**config.mk**
```make
export PLATFORM = sky130hd
export DESIGN_NAME = id_ex_stage_flat
export DESIGN_NICKNAME = d
export VERILOG_FILES = /design/src/rtl/id_ex_stage_if.sv /design/src/rtl/id_ex_stage.sv /design/src/flat_wrapper.sv
export SDC_FILE = /design/constraint.sdc
export NUM_CORES = 1
export LEC_CHECK = 0
export ABC_AREA = 0
export CAP_MARGIN = 20
export CORE_ASPECT_RATIO = 0.8
export CORE_MARGIN = 5
export CORE_UTILIZATION = 40
export CTS_BUF_LIST = sky130_fd_sc_hd__clkbuf_2
export CTS_CLUSTER_SIZE = 28
export DETAILED_ROUTE_END_ITERATION = 10
export DONT_BUFFER_PORTS = 1
export RECOVER_POWER = 50
export SLEW_MARGIN = 10
export SYNTH_ARGS = -nofsm -noshare
export SYNTH_HDL_FRONTEND = slang
export SYNTH_SLANG_ARGS = --single-unit
export TNS_END_PERCENT = 20
```
**constraint.sdc**
```tcl
create_clock -name clk -period 2.47 [get_ports clk]
set_input_delay 0 -clock clk [delete_from_list [all_inputs] [get_ports clk]]
set_output_delay 0 -clock clk [all_outputs]
set_load 0.05 [all_outputs]
```
**src/rtl/id_ex_stage_if.sv**
```systemverilog
// id_ex_stage_if
//   Bundles the decode-side inputs and the EX-side outputs of the ID/EX
//   pipeline register.
//   master : decode side. Drives the register specifiers, operands, control
//            and Flush. Observes Stall and the registered EX slot.
//   slave  : the ID/EX stage itself.
//   Parameters: DATA_W (operand width), ALUOP_W (ALU op width),
//               CNT_W (bubble counter width).
interface id_ex_stage_if #(
  parameter int DATA_W  = 32,
  parameter int ALUOP_W = 4,
  parameter int CNT_W   = 16
);
  // decode side
  logic [4:0]         IF_ID_Rs;
  logic [4:0]         IF_ID_Rt;
  logic [4:0]         IF_ID_Rd;
  logic               IF_ID_Valid;
  logic [DATA_W-1:0]  ReadData1;
  logic [DATA_W-1:0]  ReadData2;
  logic [DATA_W-1:0]  SignImm;
  logic               ID_RegWrite;
  logic               ID_MemtoReg;
  logic               ID_MemRead;
  logic               ID_MemWrite;
  logic               ID_ALUSrc;
  logic               ID_RegDst;
  logic [ALUOP_W-1:0] ID_ALUOp;
  logic               Flush;

  // stage outputs
  logic               Stall;
  logic               ID_EX_Valid;
  logic [4:0]         ID_EX_Rs;
  logic [4:0]         ID_EX_Rt;
  logic [4:0]         ID_EX_Rd;
  logic [DATA_W-1:0]  ID_EX_A;
  logic [DATA_W-1:0]  ID_EX_B;
  logic [DATA_W-1:0]  ID_EX_Imm;
  logic               ID_EX_RegWrite;
  logic               ID_EX_MemtoReg;
  logic               ID_EX_MemRead;
  logic               ID_EX_MemWrite;
  logic               ID_EX_ALUSrc;
  logic               ID_EX_RegDst;
  logic [ALUOP_W-1:0] ID_EX_ALUOp;
  logic [CNT_W-1:0]   BubbleCount;

  modport master (
    output IF_ID_Rs, IF_ID_Rt, IF_ID_Rd, IF_ID_Valid,
    output ReadData1, ReadData2, SignImm,
    output ID_RegWrite, ID_MemtoReg, ID_MemRead, ID_MemWrite, ID_ALUSrc, ID_RegDst,
    output ID_ALUOp, Flush,
    input  Stall, ID_EX_Valid, ID_EX_Rs, ID_EX_Rt, ID_EX_Rd,
    input  ID_EX_A, ID_EX_B, ID_EX_Imm,
    input  ID_EX_RegWrite, ID_EX_MemtoReg, ID_EX_MemRead, ID_EX_MemWrite,
    input  ID_EX_ALUSrc, ID_EX_RegDst, ID_EX_ALUOp, BubbleCount
  );

  modport slave (
    input  IF_ID_Rs, IF_ID_Rt, IF_ID_Rd, IF_ID_Valid,
    input  ReadData1, ReadData2, SignImm,
    input  ID_RegWrite, ID_MemtoReg, ID_MemRead, ID_MemWrite, ID_ALUSrc, ID_RegDst,
    input  ID_ALUOp, Flush,
    output Stall, ID_EX_Valid, ID_EX_Rs, ID_EX_Rt, ID_EX_Rd,
    output ID_EX_A, ID_EX_B, ID_EX_Imm,
    output ID_EX_RegWrite, ID_EX_MemtoReg, ID_EX_MemRead, ID_EX_MemWrite,
    output ID_EX_ALUSrc, ID_EX_RegDst, ID_EX_ALUOp, BubbleCount
  );
endinterface

```
**src/rtl/id_ex_stage.sv**
```systemverilog
// id_ex_stage
//   Decode-to-execute pipeline register of the 5-stage MIPS core. Latches
//   register-file data, immediate, specifiers and decode control every cycle,
//   detects load-use hazards (Stall back to PC/IF-ID plus a bubble into EX),
//   honours branch Flush, and keeps a saturating count of inserted bubbles.
//   Ports:
//     clk : pipeline clock, all state changes on posedge
//     rst : synchronous active-high reset
//     bus : id_ex_stage_if slave modport (decode inputs, EX outputs, Stall,
//           BubbleCount)
module id_ex_stage #(
  parameter int DATA_W  = 32,
  parameter int ALUOP_W = 4,
  parameter int CNT_W   = 16
) (
  input logic          clk,
  input logic          rst,
  id_ex_stage_if.slave bus
);

  typedef struct packed {
    logic               valid;
    logic [4:0]         rs;
    logic [4:0]         rt;
    logic [4:0]         rd;
    logic [DATA_W-1:0]  a;
    logic [DATA_W-1:0]  b;
    logic [DATA_W-1:0]  imm;
    logic               reg_write;
    logic               mem_to_reg;
    logic               mem_read;
    logic               mem_write;
    logic               alu_src;
    logic               reg_dst;
    logic [ALUOP_W-1:0] alu_op;
  } ex_slot_t;

  ex_slot_t         ex_q, ex_d;
  logic [CNT_W-1:0] bubble_count_q, bubble_count_d;
  logic             load_use;
  logic             stall;
  logic             bubble;

  // Load-use detection. The Rt compare is deliberately unconditional: an
  // I-type in decode may stall needlessly, which is safe. A load into $0
  // never stalls since $0 is never really written.
  always_comb begin
    load_use = ex_q.valid & ex_q.mem_read & (ex_q.rt != 5'd0) & bus.IF_ID_Valid &
               ((ex_q.rt == bus.IF_ID_Rs) | (ex_q.rt == bus.IF_ID_Rt));
    stall    = load_use & ~bus.Flush;
    bubble   = bus.Flush | stall;
  end

  // Next EX slot: a bubble is an all-zero slot; otherwise capture decode.
  // Data is captured even for an invalid decode slot, control is not.
  always_comb begin
    ex_d           = '0;
    bubble_count_d = bubble_count_q;
    if (bubble) begin
      if (bubble_count_q != {CNT_W{1'b1}}) begin
        bubble_count_d = bubble_count_q + CNT_W'(1);
      end
    end else begin
      ex_d.valid = bus.IF_ID_Valid;
      ex_d.rs    = bus.IF_ID_Rs;
      ex_d.rt    = bus.IF_ID_Rt;
      ex_d.rd    = bus.IF_ID_Rd;
      ex_d.a     = bus.ReadData1;
      ex_d.b     = bus.ReadData2;
      ex_d.imm   = bus.SignImm;
      if (bus.IF_ID_Valid) begin
        ex_d.reg_write  = bus.ID_RegWrite;
        ex_d.mem_to_reg = bus.ID_MemtoReg;
        ex_d.mem_read   = bus.ID_MemRead;
        ex_d.mem_write  = bus.ID_MemWrite;
        ex_d.alu_src    = bus.ID_ALUSrc;
        ex_d.reg_dst    = bus.ID_RegDst;
        ex_d.alu_op     = bus.ID_ALUOp;
      end
    end
  end

  // Pipeline register and bubble counter; reset overrides any flush/stall.
  always_ff @(posedge clk) begin
    if (rst) begin
      ex_q           <= '0;
      bubble_count_q <= '0;
    end else begin
      ex_q           <= ex_d;
      bubble_count_q <= bubble_count_d;
    end
  end

  assign bus.Stall          = stall;
  assign bus.ID_EX_Valid    = ex_q.valid;
  assign bus.ID_EX_Rs       = ex_q.rs;
  assign bus.ID_EX_Rt       = ex_q.rt;
  assign bus.ID_EX_Rd       = ex_q.rd;
  assign bus.ID_EX_A        = ex_q.a;
  assign bus.ID_EX_B        = ex_q.b;
  assign bus.ID_EX_Imm      = ex_q.imm;
  assign bus.ID_EX_RegWrite = ex_q.reg_write;
  assign bus.ID_EX_MemtoReg = ex_q.mem_to_reg;
  assign bus.ID_EX_MemRead  = ex_q.mem_read;
  assign bus.ID_EX_MemWrite = ex_q.mem_write;
  assign bus.ID_EX_ALUSrc   = ex_q.alu_src;
  assign bus.ID_EX_RegDst   = ex_q.reg_dst;
  assign bus.ID_EX_ALUOp    = ex_q.alu_op;
  assign bus.BubbleCount    = bubble_count_q;

endmodule

```
**src/flat_wrapper.sv**
```systemverilog
// flat-port wrapper written by rule: the top's interface ports become plain ports
module id_ex_stage_flat 
#(
  parameter int DATA_W  = 32,
  parameter int ALUOP_W = 4,
  parameter int CNT_W   = 16
)
  (clk, rst, bus_IF_ID_Rs, bus_IF_ID_Rt, bus_IF_ID_Rd, bus_IF_ID_Valid, bus_ReadData1, bus_ReadData2, bus_SignImm, bus_ID_RegWrite, bus_ID_MemtoReg, bus_ID_MemRead, bus_ID_MemWrite, bus_ID_ALUSrc, bus_ID_RegDst, bus_ID_ALUOp, bus_Flush, bus_Stall, bus_ID_EX_Valid, bus_ID_EX_Rs, bus_ID_EX_Rt, bus_ID_EX_Rd, bus_ID_EX_A, bus_ID_EX_B, bus_ID_EX_Imm, bus_ID_EX_RegWrite, bus_ID_EX_MemtoReg, bus_ID_EX_MemRead, bus_ID_EX_MemWrite, bus_ID_EX_ALUSrc, bus_ID_EX_RegDst, bus_ID_EX_ALUOp, bus_BubbleCount);
  id_ex_stage_if #(.DATA_W(DATA_W), .ALUOP_W(ALUOP_W), .CNT_W(CNT_W)) bus_i ();
  input logic clk;
  input logic rst;
  input wire logic [$bits(bus_i.IF_ID_Rs)-1:0] bus_IF_ID_Rs;
  input wire logic [$bits(bus_i.IF_ID_Rt)-1:0] bus_IF_ID_Rt;
  input wire logic [$bits(bus_i.IF_ID_Rd)-1:0] bus_IF_ID_Rd;
  input wire logic [$bits(bus_i.IF_ID_Valid)-1:0] bus_IF_ID_Valid;
  input wire logic [$bits(bus_i.ReadData1)-1:0] bus_ReadData1;
  input wire logic [$bits(bus_i.ReadData2)-1:0] bus_ReadData2;
  input wire logic [$bits(bus_i.SignImm)-1:0] bus_SignImm;
  input wire logic [$bits(bus_i.ID_RegWrite)-1:0] bus_ID_RegWrite;
  input wire logic [$bits(bus_i.ID_MemtoReg)-1:0] bus_ID_MemtoReg;
  input wire logic [$bits(bus_i.ID_MemRead)-1:0] bus_ID_MemRead;
  input wire logic [$bits(bus_i.ID_MemWrite)-1:0] bus_ID_MemWrite;
  input wire logic [$bits(bus_i.ID_ALUSrc)-1:0] bus_ID_ALUSrc;
  input wire logic [$bits(bus_i.ID_RegDst)-1:0] bus_ID_RegDst;
  input wire logic [$bits(bus_i.ID_ALUOp)-1:0] bus_ID_ALUOp;
  input wire logic [$bits(bus_i.Flush)-1:0] bus_Flush;
  output wire logic [$bits(bus_i.Stall)-1:0] bus_Stall;
  output wire logic [$bits(bus_i.ID_EX_Valid)-1:0] bus_ID_EX_Valid;
  output wire logic [$bits(bus_i.ID_EX_Rs)-1:0] bus_ID_EX_Rs;
  output wire logic [$bits(bus_i.ID_EX_Rt)-1:0] bus_ID_EX_Rt;
  output wire logic [$bits(bus_i.ID_EX_Rd)-1:0] bus_ID_EX_Rd;
  output wire logic [$bits(bus_i.ID_EX_A)-1:0] bus_ID_EX_A;
  output wire logic [$bits(bus_i.ID_EX_B)-1:0] bus_ID_EX_B;
  output wire logic [$bits(bus_i.ID_EX_Imm)-1:0] bus_ID_EX_Imm;
  output wire logic [$bits(bus_i.ID_EX_RegWrite)-1:0] bus_ID_EX_RegWrite;
  output wire logic [$bits(bus_i.ID_EX_MemtoReg)-1:0] bus_ID_EX_MemtoReg;
  output wire logic [$bits(bus_i.ID_EX_MemRead)-1:0] bus_ID_EX_MemRead;
  output wire logic [$bits(bus_i.ID_EX_MemWrite)-1:0] bus_ID_EX_MemWrite;
  output wire logic [$bits(bus_i.ID_EX_ALUSrc)-1:0] bus_ID_EX_ALUSrc;
  output wire logic [$bits(bus_i.ID_EX_RegDst)-1:0] bus_ID_EX_RegDst;
  output wire logic [$bits(bus_i.ID_EX_ALUOp)-1:0] bus_ID_EX_ALUOp;
  output wire logic [$bits(bus_i.BubbleCount)-1:0] bus_BubbleCount;
  assign bus_i.IF_ID_Rs = bus_IF_ID_Rs;
  assign bus_i.IF_ID_Rt = bus_IF_ID_Rt;
  assign bus_i.IF_ID_Rd = bus_IF_ID_Rd;
  assign bus_i.IF_ID_Valid = bus_IF_ID_Valid;
  assign bus_i.ReadData1 = bus_ReadData1;
  assign bus_i.ReadData2 = bus_ReadData2;
  assign bus_i.SignImm = bus_SignImm;
  assign bus_i.ID_RegWrite = bus_ID_RegWrite;
  assign bus_i.ID_MemtoReg = bus_ID_MemtoReg;
  assign bus_i.ID_MemRead = bus_ID_MemRead;
  assign bus_i.ID_MemWrite = bus_ID_MemWrite;
  assign bus_i.ID_ALUSrc = bus_ID_ALUSrc;
  assign bus_i.ID_RegDst = bus_ID_RegDst;
  assign bus_i.ID_ALUOp = bus_ID_ALUOp;
  assign bus_i.Flush = bus_Flush;
  assign bus_Stall = bus_i.Stall;
  assign bus_ID_EX_Valid = bus_i.ID_EX_Valid;
  assign bus_ID_EX_Rs = bus_i.ID_EX_Rs;
  assign bus_ID_EX_Rt = bus_i.ID_EX_Rt;
  assign bus_ID_EX_Rd = bus_i.ID_EX_Rd;
  assign bus_ID_EX_A = bus_i.ID_EX_A;
  assign bus_ID_EX_B = bus_i.ID_EX_B;
  assign bus_ID_EX_Imm = bus_i.ID_EX_Imm;
  assign bus_ID_EX_RegWrite = bus_i.ID_EX_RegWrite;
  assign bus_ID_EX_MemtoReg = bus_i.ID_EX_MemtoReg;
  assign bus_ID_EX_MemRead = bus_i.ID_EX_MemRead;
  assign bus_ID_EX_MemWrite = bus_i.ID_EX_MemWrite;
  assign bus_ID_EX_ALUSrc = bus_i.ID_EX_ALUSrc;
  assign bus_ID_EX_RegDst = bus_i.ID_EX_RegDst;
  assign bus_ID_EX_ALUOp = bus_i.ID_EX_ALUOp;
  assign bus_BubbleCount = bus_i.BubbleCount;
  id_ex_stage #(.DATA_W(DATA_W), .ALUOP_W(ALUOP_W), .CNT_W(CNT_W)) u_core (.clk(clk), .rst(rst), .bus(bus_i));
endmodule
```
==> reports/results.txt, run 1 <==
Post-synth EDFFs = 0
CTS root buf = clkbuf_2
Top Ports = 264
Distinct cells, synth = 39
Starting Density = 40.6%
Post-cts repair resize count = 0
H-tree depth = 4
Halt Stage = clock tree synthesis (4_1_cts)
Chip width = 127 µm
Prevailing post-synth register cell = dfxtp_1
Flops & latches, synth = 138
Syn Area/Cell = 11.6 µm²
Syn_nets = 505
Tool error = [ERROR RSZ-0060] Max buffer count reached.
Clk sinks = 138
Clock buffer count from CTS = 17
Hpwl dp = 8.03 mm
Hold_buf cts = 114
RePlAce Congestion = 0.793
Status = stopped before the end
Synth Cell Area = 4390 µm²
Clk buf depth = 2
Port Buffers = 0
Seq/Total Area, Yosys = 62.9%
Fraction of registers with async set/reset = 0%
Synth warn = 0
Post-CTS setup repair buffer count = 0
Synthesized instance count = 379
Rows = 34
Die height = 104 µm
[Yosys cell counts (3+ instances only)]
library cell / count / area share, %
and3_1: 14 / 2.0
and2_1: 114 / 16
a21oi_1: 6 / 0.68
nand2b_1: 3 / 0.43
nand2_1: 4 / 0.34
nor2_1: 16 / 1.4
nor2b_1: 6 / 0.86
buf_6: 10 / 2.6
dfxtp_1: 138 / 63
nand3_1: 5 / 0.57
clkbuf_1: 3 / 0.26
nand4_1: 4 / 0.57
and4_1: 3 / 0.60
inv_1: 4 / 0.34
clkbuf_2: 4 / 0.46
a31oi_1: 3 / 0.43
a31o_2: 4 / 0.80
nor3_1: 3 / 0.34
xor2_1: 10 / 2.0
[per-stage QoR]
stage	instances	hold slack, ns	setup WS (ns)	utilization [%]	instance area (µm²)
detailed placement	534	0.0745	0.388	43.2	4670
floorplan	379	0.122	0.0724	-	4390
global placement	534	0.0741	0.441	43.2	4670
[kinds of logic after synthesis]
family,share of synthesized area (%)
buf+inv,3.73
flops,62.9
xor+xnor,2.19
simple gates,24.9
mux,1.68
compound gates,4.30
fa+ha+maj,0.285
==> inputs of run 2 (changes only) <==
--- a/config.mk
+++ b/config.mk
@@ -7,13 +7,11 @@
 export LEC_CHECK = 0
 export ABC_AREA = 0
 export CAP_MARGIN = 20
-export CORE_ASPECT_RATIO = 0.8
 export CORE_MARGIN = 5
-export CORE_UTILIZATION = 40
-export CTS_BUF_LIST = sky130_fd_sc_hd__clkbuf_2
-export CTS_CLUSTER_SIZE = 28
+export CORE_UTILIZATION = 25
 export DETAILED_ROUTE_END_ITERATION = 10
 export DONT_BUFFER_PORTS = 1
+export PLACE_DENSITY_LB_ADDON = 0.15
 export RECOVER_POWER = 50
 export SLEW_MARGIN = 10
 export SYNTH_ARGS = -nofsm -noshare
==> reports/results.txt, run 2 <==
FMAX = 0.475 GHz
Post-cts repair resize count = 0
Vias per inst = 4.11
DRT Wirelength = 12.8 mm
Hpwl dp = 8.48 mm
First-pass GRT wire length = 19.7 mm
Initial DRC count = 73
Worst Path Max Fanout = 5
Port Buffers = 0
Commonest non-fill, non-tap cell in the layout = dfxtp_1
Worst rel slew slack = 44.5%
Starting Density = 25.5%
Chip width = 143 µm
Worst Clk Skew = 0.00996 ns
CP max-delay cell = clkbuf_1
Top post-synthesis cells by area = dfxtp_1, and2_1, buf_6
# fillers = 1661
Synth warn = 0
H-tree depth = 4
Flops & latches, synth = 138
Nets = 657
Slew @ Worst Pin = 0.833 ns
Multi-input logic area = 1460 µm²
Global Route Usage Sum = 12.7%
RePlAce Congestion = 0.746
Share of cells above drive strength 1 = 10.5%
Vias in the first global route = 3494
Switching power = 1450 µW
RSZ-0062 raised after global routing = no
Maxcap violations = 0
Top Ports = 264
Final std cells w/o fill = 769
Worst Path Required = 2.81 ns
Crit-path cells = clkbuf_1 > nand2_1 > nor2_1 > a211oi_1 > buf_4 > and3_1 > a21o_1 > a21oi_1
Cell taking the most area after synthesis = dfxtp_1
Synth Cell Area = 4390 µm²
Seq/Total Area, Yosys = 62.9%
Max-slew violations = 0
Clk sinks = 138
Final period util = 85.3%
Initial antenna violation count = 0
Startpoint class of the critical path = register
Diode count = 0
Final setup vio count = 0
Clk buf depth = 2
Max VDD drop = 0.000433 V
Drt pass-1 iters = 5
Clock buffer count from CTS = 17
Clk slew on worst S/H paths = 0.06 ns
Rows = 48
Final Util = 37.6%
Leakage = 0.00262 µW
Synth top area share = 62.9%
Post-synth top cells = dfxtp_1, and2_1, nor2_1
Setup TNS = 0 ns
Min cycle time layout = 2.11 ns
CP max stage delay = 0.54 ns
Total global routing overflow = 0
PwrDens = 833 nW/µm²
Critical path class = reg2reg
Mean routed wirelength per cell = 16.6 µm
Prevailing post-synth register cell = dfxtp_1
Syn_nets = 505
Post-route ant nets = 0
CTS tree = yes
Via count = 3164
Syn Area/Cell = 11.6 µm²
Net Sw Frac = 26.9%
Syn-to-layout area delta = 47.7%
Endpoints failing hold = 0
Placed cells = 614
Clock Latency Late Sink = 0.41 ns
Internal power = 3940 µW
Synthesized instance count = 379
Status = complete, no violations
Commonest cells after routing, fill and taps aside = dfxtp_1, dlygate4sd3_1, and2_1
DRC errors left = 0
CTS root buf = clkbuf_16
Type of the tightest min-delay check = in2reg
Die height = 143 µm
Top-count cell post-synth = dfxtp_1
Clk pwr share = 45.7%
Largest net degree at the start of global routing = 123
Gate power share = 6.0%
Distinct cells, synth = 39
Register Area = 2760 µm²
Die area = 20300 µm²
Sequential cell fraction of total power = 48.3%
Core area = 17200 µm²
Fraction of registers with async set/reset = 0%
Post-CTS setup repair buffer count = 0
Crit end category = register
Worst endpoint data arrival time = 2.44 ns
Post-synth EDFFs = 0
-- run 2: per-layer routing --
layer / vias to the layer above / GRT usage (%) / share of wire (%)
li1: 1534 / - / -
met1: 1445 / 13.8 / 38
met2: 162 / 21.2 / 49
met3: 23 / 5.65 / 10
met4: 0 / 5.90 / 2.5
met5: - / 0 / 0
-- run 2: power groups by stage --
stage	clock [µW]	sequential, µW	combinational (µW)
after detailed placement	0	2660	169
after global placement	0	2660	163
after global routing	2670	2610	357
final	2470	2610	325
after floorplan	0	2670	120
after CTS	2560	2610	332
-- run 2: final timing paths --
check,start,end,slack [ns],cells after the start
min,bus_Flush,u_core.bus.BubbleCount[0]$_SDFFE_PP0P_,0.05,5
max reg2reg,u_core.bus.BubbleCount[12]$_SDFFE_PP0P_,u_core.bus.BubbleCount[11]$_SDFFE_PP0P_,0.36,8
min reg2reg,u_core.bus.BubbleCount[2]$_SDFFE_PP0P_,u_core.bus.BubbleCount[2]$_SDFFE_PP0P_,0.62,2
max,u_core.bus.BubbleCount[12]$_SDFFE_PP0P_,u_core.bus.BubbleCount[11]$_SDFFE_PP0P_,0.36,8
-- run 2: cell type report --
cell class | count | share of cell area [%]
clock buffers | 19 | 6.83
clock inverters | 13 | 2.05
inverters | 4 | 0.232
multi-input cells | 219 | 22.6
flip-flops and latches | 138 | 42.6
well taps | 225 | 4.34
repair buffers | 151 | 21.4
-- run 2: timing repair --
action	4_1_cts	5_1_grt
hold endpoints to repair	138	0
hold buffers	123	0
setup endpoints to repair	0	0
-- run 2: critical path, delay by kind of cell (launching register included) --
family	cells	cell delay [ns]
flip-flops	1	0.33
AO/OA/AOI/OAI	3	0.39
AND/OR/NAND/NOR	3	0.61
buffers and inverters	2	0.70
-- run 2: logic make-up after synthesis --
kind of cell	count (synthesis)	share of synthesized area, %
AOI/OAI and AO/OA	23	4.30
xor gates and xnor gates	11	2.19
adders and majority gates	1	0.285
buffers and inverters	22	3.73
DFF	138	62.9
muxes	6	1.68
and+or+nand+nor	178	24.9
-- run 2: stage by stage --
stage | hold slack (ns) | area, µm² | worst slack, ns | total power [µW]
after floorplan | 0.122 | 4390 | 0.0724 | 2790
after global placement | 0.0754 | 4740 | 0.430 | 2820
after detailed placement | 0.0758 | 4740 | 0.408 | 2830
after CTS | 0.0250 | 6550 | 0.386 | 5500
after global routing | 0.0712 | 6480 | 0.158 | 5650
final | 0.0488 | 6480 | 0.364 | 5400
Power figures use the tool's default switching activity.
==> inputs of run 3 (changes only) <==
--- a/config.mk
+++ b/config.mk
@@ -11,7 +11,7 @@
 export CORE_UTILIZATION = 25
 export DETAILED_ROUTE_END_ITERATION = 10
 export DONT_BUFFER_PORTS = 1
-export PLACE_DENSITY_LB_ADDON = 0.15
+export PLACE_DENSITY_LB_ADDON = 0.1
 export RECOVER_POWER = 50
 export SLEW_MARGIN = 10
 export SYNTH_ARGS = -nofsm -noshare
==> reports/results.txt, run 3 (synthesis gave the netlist of run 2 again) <==
Post-cts repair resize count = 0
Core area = 17200 µm²
Vias in the first global route = 3541
CTS root buf = clkbuf_16
Worst rel slew slack = 37.0%
Clk sinks = 138
Clock Latency Late Sink = 0.41 ns
Commonest cells after routing, fill and taps aside = dfxtp_1, dlygate4sd3_1, and2_1
Setup TNS = 0 ns
Commonest non-fill, non-tap cell in the layout = dfxtp_1
Max VDD drop = 0.000424 V
Die area = 20300 µm²
DP Worst Slack = 0.370 ns
Clk slew on worst S/H paths = 0.06 ns
Post-route ant nets = 0
Maxcap violations = 0
# fillers = 1650
DRC errors left = 0
Port Buffers = 0
Final period util = 85.2%
DRT Wirelength = 12.6 mm
Hold_buf cts = 123
PwrDens = 865 nW/µm²
Largest net degree at the start of global routing = 102
Mean routed wirelength per cell = 16.3 µm
Diode count = 0
Endpoints failing hold = 0
Min cycle time layout = 2.11 ns
Slew @ Worst Pin = 0.943 ns
Via count = 3145
Clock buffer count from CTS = 17
Chip width = 143 µm
Syn-to-layout area delta = 49.6%
RSZ-0062 raised after global routing = no
CTS tree = yes
Die height = 143 µm
Vias per inst = 4.08
Share of cells above drive strength 1 = 11.0%
Hpwl dp = 8.81 mm
Rows = 48
Initial antenna violation count = 0
Nets = 658
Global Route Usage Sum = 12.5%
First-pass GRT wire length = 19.4 mm
Status = complete, no violations
Post-CTS setup repair buffer count = 0
RePlAce Congestion = 0.732
Initial DRC count = 73
Max-slew violations = 0
Startpoint class of the critical path = register
Total global routing overflow = 0
Type of the tightest min-delay check = in2reg
Worst endpoint data arrival time = 2.43 ns
Worst Path Max Fanout = 5
H-tree depth = 4
Clk buf depth = 2
Crit end category = register
Starting Density = 25.5%
Final setup vio count = 0
Top Ports = 264
FMAX = 0.475 GHz
Leakage = 0.00267 µW
Critical path class = reg2reg
Worst Path Required = 2.79 ns
Setup ws final = 0.365 ns
Worst Clk Skew = 0.0111 ns
Drt pass-1 iters = 4
==> run 3: final timing paths <==
check	startpoint	to	slack (ns)	cells after the start
max	u_core.bus.BubbleCount[12]$_SDFFE_PP0P_	u_core.bus.BubbleCount[11]$_SDFFE_PP0P_	0.36	8
min	bus_Flush	u_core.bus.BubbleCount[1]$_SDFFE_PP0P_	0.05	5
max reg2reg	u_core.bus.BubbleCount[12]$_SDFFE_PP0P_	u_core.bus.BubbleCount[11]$_SDFFE_PP0P_	0.36	8
min reg2reg	u_core.bus.BubbleCount[0]$_SDFFE_PP0P_	u_core.bus.BubbleCount[1]$_SDFFE_PP0P_	0.62	3
==> run 3: routing by layer <==
layer  vias to the layer above  wire length (µm)  track usage [%]
li1                       1541                 -                -
met1                      1436              4760             13.0
met2                       153              6400             21.9
met3                        15              1240             5.98
met4                         0               168             4.30
met5                         -                 0                0
==> run 3: layout make-up <==
| class | count | area [µm²] | share of cell area, % |
|---|---|---|---|
| clock buffers | 18 | 439 | 6.69 |
| well taps | 225 | 282 | 4.29 |
| clock inverters | 14 | 208 | 3.16 |
| repair buffers | 152 | 1390 | 21.2 |
| multi-input cells | 219 | 1470 | 22.3 |
| flip-flops and latches | 138 | 2760 | 42.1 |
| inverters | 4 | 15.0 | 0.229 |
==> run 3: power by group <==
group	internal, µW	switching [µW]
combinational	197	128
clock	1740	1010
sequential	2310	299
total	4250	1430
==> run 3: stage by stage <==
step	cells	total power (µW)	cell area, µm²	utilization, %	hold slack (ns)
2_1_floorplan	379	2790	4390	-	0.122
3_3_place_gp	615	2830	4760	27.6	0.0762
3_5_place_dp	615	2830	4760	27.6	0.0766
4_1_cts	770	5780	6640	38.5	0.0295
5_1_grt	770	5910	6570	38.1	0.0683
6_report	770	5680	6570	38.1	0.0517
==> run 3: critical path, cell delays in order (launching register included) <==
cell and delay (ns):
dfxtp_1 0.33, clkbuf_1 0.54, nand2_1 0.17, nor2_1 0.25, a211oi_1 0.10, buf_4 0.16, and3_1 0.19, a21o_1 0.18
a21oi_1 0.10
